--- src/rtl/sfx_sequencer.sv ---
// Four-note square-wave jingle player driven by the game FSM's audio request.
// seqEnd is low for exactly 4*(NOTE_TICKS+GAP_TICKS)*TICK_DIV cycles per jingle.
module sfx_sequencer #(
  parameter int TICK_DIV   = 100000,
  parameter int NOTE_TICKS = 120,
  parameter int GAP_TICKS  = 30,
  parameter int BASE_HALF  = 12500
) (
  input  logic       clk,
  input  logic       rst,
  input  logic [2:0] audioSelect,
  input  logic       audioEnable,
  output logic       audio_out,
  output logic       seqEnd,
  output logic       playing
);

  localparam int PW   = (TICK_DIV > 1) ? $clog2(TICK_DIV) : 1;
  localparam int DMAX = (NOTE_TICKS > GAP_TICKS) ? NOTE_TICKS : GAP_TICKS;
  localparam int DW   = (DMAX > 0) ? $clog2(DMAX + 1) : 1;
  localparam int TW   = (7 * BASE_HALF > 1) ? $clog2(7 * BASE_HALF) : 1;

  typedef enum logic [1:0] {IDLE, NOTE, GAP} state_t;

  state_t        r_state;
  logic [2:0]    r_sel;
  logic [1:0]    r_slot;
  logic [PW-1:0] r_presc;
  logic [DW-1:0] r_dur;
  logic [TW-1:0] r_tone;
  logic          r_audio;
  logic          r_seq_end;
  logic          r_playing;

  logic          w_start;
  logic          w_tick;
  logic          w_note_done;
  logic          w_gap_done;
  logic          w_adv;
  logic [2:0]    w_pitch;
  logic [TW-1:0] w_half_m1;

  function automatic logic [2:0] rom(input logic [2:0] s, input logic [1:0] k);
    logic [11:0] row;
    case (s)
      3'd2:    row = {3'd3, 3'd5, 3'd7, 3'd0};
      3'd3:    row = {3'd1, 3'd3, 3'd5, 3'd7};
      3'd4:    row = {3'd5, 3'd3, 3'd1, 3'd0};
      3'd5:    row = {3'd5, 3'd7, 3'd5, 3'd7};
      3'd6:    row = {3'd4, 3'd3, 3'd2, 3'd1};
      default: row = '0;
    endcase
    case (k)
      2'd0:    return row[11:9];
      2'd1:    return row[8:6];
      2'd2:    return row[5:3];
      default: return row[2:0];
    endcase
  endfunction

  assign w_start     = audioEnable && (audioSelect >= 3'd2) && (audioSelect <= 3'd6);
  assign w_tick      = (r_presc == PW'(TICK_DIV - 1));
  assign w_note_done = w_tick && (r_dur == DW'(NOTE_TICKS - 1));
  assign w_gap_done  = w_tick && (r_dur == DW'(GAP_TICKS - 1));
  assign w_pitch     = rom(r_sel, r_slot);
  // Pitch 0 is a rest, so the out-of-range value this yields for it is never used.
  assign w_half_m1   = TW'(BASE_HALF * (8 - int'(w_pitch)) - 1);
  assign w_adv       = ((r_state == NOTE) && w_note_done && (GAP_TICKS == 0)) ||
                       ((r_state == GAP) && w_gap_done);

  always_ff @(posedge clk or negedge rst) begin
    if (!rst) begin
      r_state   <= IDLE;
      r_sel     <= '0;
      r_slot    <= '0;
      r_presc   <= '0;
      r_dur     <= '0;
      r_tone    <= '0;
      r_audio   <= 1'b0;
      r_seq_end <= 1'b1;
      r_playing <= 1'b0;
    end else if (w_start) begin
      // A valid strobe wins over everything, including the completing cycle.
      r_state   <= NOTE;
      r_sel     <= audioSelect;
      r_slot    <= '0;
      r_presc   <= '0;
      r_dur     <= '0;
      r_tone    <= '0;
      r_audio   <= 1'b0;
      r_seq_end <= 1'b0;
      r_playing <= 1'b1;
    end else begin
      case (r_state)
        NOTE: begin
          r_presc <= w_tick ? '0 : r_presc + 1'b1;
          if (w_note_done) begin
            r_dur   <= '0;
            r_tone  <= '0;
            r_audio <= 1'b0;
            if (GAP_TICKS > 0) r_state <= GAP;
          end else begin
            if (w_tick) r_dur <= r_dur + 1'b1;
            if (w_pitch == 3'd0) begin
              r_tone  <= '0;
              r_audio <= 1'b0;
            end else if (r_tone == w_half_m1) begin
              r_tone  <= '0;
              r_audio <= ~r_audio;
            end else begin
              r_tone <= r_tone + 1'b1;
            end
          end
        end
        GAP: begin
          r_presc <= w_tick ? '0 : r_presc + 1'b1;
          r_audio <= 1'b0;
          if (w_tick) r_dur <= r_dur + 1'b1;
        end
        default: ;
      endcase

      if (w_adv) begin
        r_dur   <= '0;
        r_tone  <= '0;
        r_audio <= 1'b0;
        if (r_slot == 2'd3) begin
          r_state   <= IDLE;
          r_seq_end <= 1'b1;
          r_playing <= 1'b0;
        end else begin
          r_slot  <= r_slot + 2'd1;
          r_state <= NOTE;
        end
      end
    end
  end

  assign audio_out = r_audio;
  assign seqEnd    = r_seq_end;
  assign playing   = r_playing;

endmodule

--- config.mk ---
export PLATFORM = sky130hd
export DESIGN_NAME = sfx_sequencer
export DESIGN_NICKNAME = d
export VERILOG_FILES = /design/src/rtl/sfx_sequencer.sv
export SDC_FILE = /design/constraint.sdc
export NUM_CORES = 1
export LEC_CHECK = 0
export ABC_AREA = 1
export BUFFER_PORTS_ARGS = -buffer_cell sky130_fd_sc_hd__buf_2
export CAP_MARGIN = 20
export CORE_AREA = 3 3 102 104
export DETAILED_ROUTE_END_ITERATION = 6
export DIE_AREA = 0 0 105 107
export PLACE_DENSITY = 0.6
export SYNTH_ARGS = -nofsm -noshare
export SYNTH_HDL_FRONTEND = slang
export SYNTH_SLANG_ARGS = --single-unit
--- constraint.sdc ---
create_clock -name clk -period 4.1 [get_ports clk]
set_clock_uncertainty 0.2 [all_clocks]
set_input_delay 0.82 -clock clk [delete_from_list [all_inputs] [get_ports clk]]
set_output_delay 0.82 -clock clk [all_outputs]
set_load 0.01 [all_outputs]
==> flow_summary.json <==
{
  "status": "finished with violations",
  "violations": "negative setup slack",
  "fmax_mhz": 232.0,
  "drt_first_pass_iters": 5,
  "cts_made_buffers": 5,
  "synth_seq_cells": 51,
  "clock-sinks": 51,
  "cts_tree": "built",
  "cts-root-buf": "clkbuf_8",
  "synth-seq-area-share_pct": 29.98,
  "ys_dominant_reg_cell": "dfrtp_1",
  "gr-usage-all-layers_pct": 20.04,
  "critPathRequiredTime_ns": 4.10,
  "area_growth_pct": 31.68,
  "drv_slew": 0,
  "tns_ns": -3.007,
  "fin_crit_sh_pct": 105.1,
  "cp-start-kind": "flop",
  "wl_um": 11260,
  "num_rows": 36,
  "num_vias": 4256,
  "syn-cell-area_sq_um": 4262,
  "grt_setup_unrepaired": "yes",
  "final_common_cell": "nand2_1",
  "synth-simple-area-share_pct": 33.88,
  "synthMuxAreaShare_pct": 0.2349,
  "worst_pin_slew_ns": 0.8919,
  "drive_gt1_share_pct": 31.42,
  "synthXorXnorAreaFrac_pct": 5.344,
  "drtIter0Drc": 188,
  "hold_class": "reg -> reg",
  "avgSynthCellArea_sq_um": 7.103,
  "diodes": 0,
  "grt_pass1_wl_um": 18750,
  "clk_path_buf_depth": 2,
  "die_y_um": 107,
  "multi_input_area_sq_um": 3109,
  "drt-vias-per-instance": 5.229,
  "yosysWarnings": 0,
  "grt_pass1_vias": 4131,
  "cap_violations": 0,
  "h-tree-depth": 2,
  "synth_compound_gate_area_share_pct": 12.45,
  "io_pins": 9,
  "post-route-min-period_ns": 4.311,
  "drc": 0,
  "finalNetCount": 716,
  "synthDistinctLibCells": 45,
  "cp.arrival_ns": 4.31,
  "ff_latch_area_sq_um": 1279,
  "grt_start_max_net_pins": 39,
  "synth_edf_count": 0,
  "slew_headroom_pct": 40.54,
  "crit_fanout": 8,
  "syn-num-nets": 636,
  "synth_top_family_by_area": "simple AND/OR/NAND/NOR gates",
  "dp_hpwl_um": 8412,
  "end_kind": "flop",
  "setup_ws_ns": -0.2110,
  "overflow": 0,
  "clk_pin_slew_ns": 0.10,
  "postSynthCellCount": 600,
  "finalSetupViolCount": 18,
  "dieArea_sq_um": 11240,
  "n_fill_cell": 878,
  "ant_nets": 0,
  "io_buffer_count": 8,
  "path_class": "reg -> reg",
  "mostFrequentLayoutCells": "111 x nand2_1, 77 x inv_1, 64 x buf_4",
  "die_w_um": 105,
  "core_area_sq_um": 9639,
  "initial_core_util_pct": 44.21,
  "synthArstFlopShare_pct": 100.0,
  "wl_per_cell_um": 13.83,
  "hold_viol": 0,
  "clock_latency_ns": 0.31,
  "antenna_found_initial": 0,
  "synth-adder-area-share_pct": 8.808,
  "place_congestion": 0.8605
}
-- final cells by class --
class                   instances  area share, %
well taps                     133          2.965
flip-flops and latches         51          22.79
clock inverters                 1         0.1338
inverters                      93          6.355
multi-input cells             451          55.41
repair buffers                 78          10.64
clock buffers                   7          1.717
-- per-stage QoR --
stage	setup slack, ns	hold WS [ns]	util [%]	cells	instance area (sq um)
2_1_floorplan	-0.03252	0.2736	-	600	4427
3_3_place_gp	-0.2922	0.3019	52.14	792	5026
3_5_place_dp	-0.2960	0.2904	52.14	792	5026
4_1_cts	-0.1629	0.3256	54.98	806	5300
5_1_grt	-0.4498	0.3545	58.22	814	5612
6_report	-0.2110	0.3220	58.22	814	5612
-- registers in the layout, summed over array words and instances (netlist names) --
register,cells
audio_out,1
playing,1
r_dur,7
r_presc,17
r_sel,3
r_slot,2
r_state,2
r_tone,17
seqEnd,1
-- cells by family after synthesis --
kind of cell / count (synthesis)
buf+inv: 99
fa+ha+maj: 30
xor+xnor: 26
compound gates: 81
flops: 51
simple gates: 312
mux: 1
-- worst max-delay path, cell delays in order (launching register included) --
cell and delay (ns):
dfrtp_1 0.46, buf_6 0.13, nand2_2 0.08, nor2_4 0.14, a21oi_2 0.06, a31oi_2 0.21
inv_2 0.10, ha_4 0.17, ha_4 0.32, ha_4 0.22, ha_4 0.25, ha_4 0.25
nand2_1 0.08, nand2_2 0.08, o21ai_2 0.18, nand4_1 0.17, nand2_2 0.13, inv_1 0.06
nand2_1 0.06, nand2_1 0.09, xor2_2 0.20, nor2_4 0.13, nand3_4 0.12, nand3_4 0.14
nand2_1 0.06, nand2_1 0.05, nand2_1 0.05
-- layer usage --
metal	vias up	GRT usage (%)	part of all wire, %
li1	2154	-	-
met1	2004	25.49	45
met2	79	35.56	51
met3	19	2.047	2.4
met4	0	6.748	2.2
met5	-	0	0
-- path summary, 6_finish.rpt --
| kind | cells past startpoint | end | slack, ns | startpoint |
|---|---|---|---|---|
| max in group asynchronous | 2 | r_sel[0] | 2.53 | rst |
| worst min-delay path | 1 | r_tone[0] | 0.32 | r_tone[0] |
| worst min register to register | 1 | r_tone[0] | 0.32 | r_tone[0] |
| worst max register to register | 26 | audio_out | -0.21 | r_sel[1] |
| worst max-delay path | 26 | audio_out | -0.21 | r_sel[1] |
| min in group asynchronous | 1 | r_tone[15] | 0.42 | rst |
-- cell usage after synthesis, types with 3 or more instances --
master / n / area (sq um)
a21oi_1: 27 / 135.1
inv_1: 90 / 337.8
o21ai_0: 23 / 115.1
xor2_1: 24 / 210.2
a31oi_1: 5 / 31.28
dfrtp_1: 50 / 1251
nand2_2: 3 / 18.77
nand3_1: 60 / 300.3
nor4_1: 3 / 18.77
o22ai_2: 10 / 125.1
nor2_1: 57 / 214.0
nand2_1: 135 / 506.7
nand4_1: 20 / 125.1
a211oi_1: 4 / 30.03
ha_1: 30 / 375.4
o22ai_1: 4 / 25.02
nor3_1: 18 / 90.09
-- what timing repair did --
action / CTS / global route
pin swaps: 18 / 39
hold buffers: 0 / 0
gates cloned: 1 / 0
resized for setup: 45 / 64
setup endpoints to repair: 18 / 18
buffers inserted: 5 / 8
Power is not shown: default switching activity piles up to over one toggle a cycle in this logic, so the estimate is an artifact.
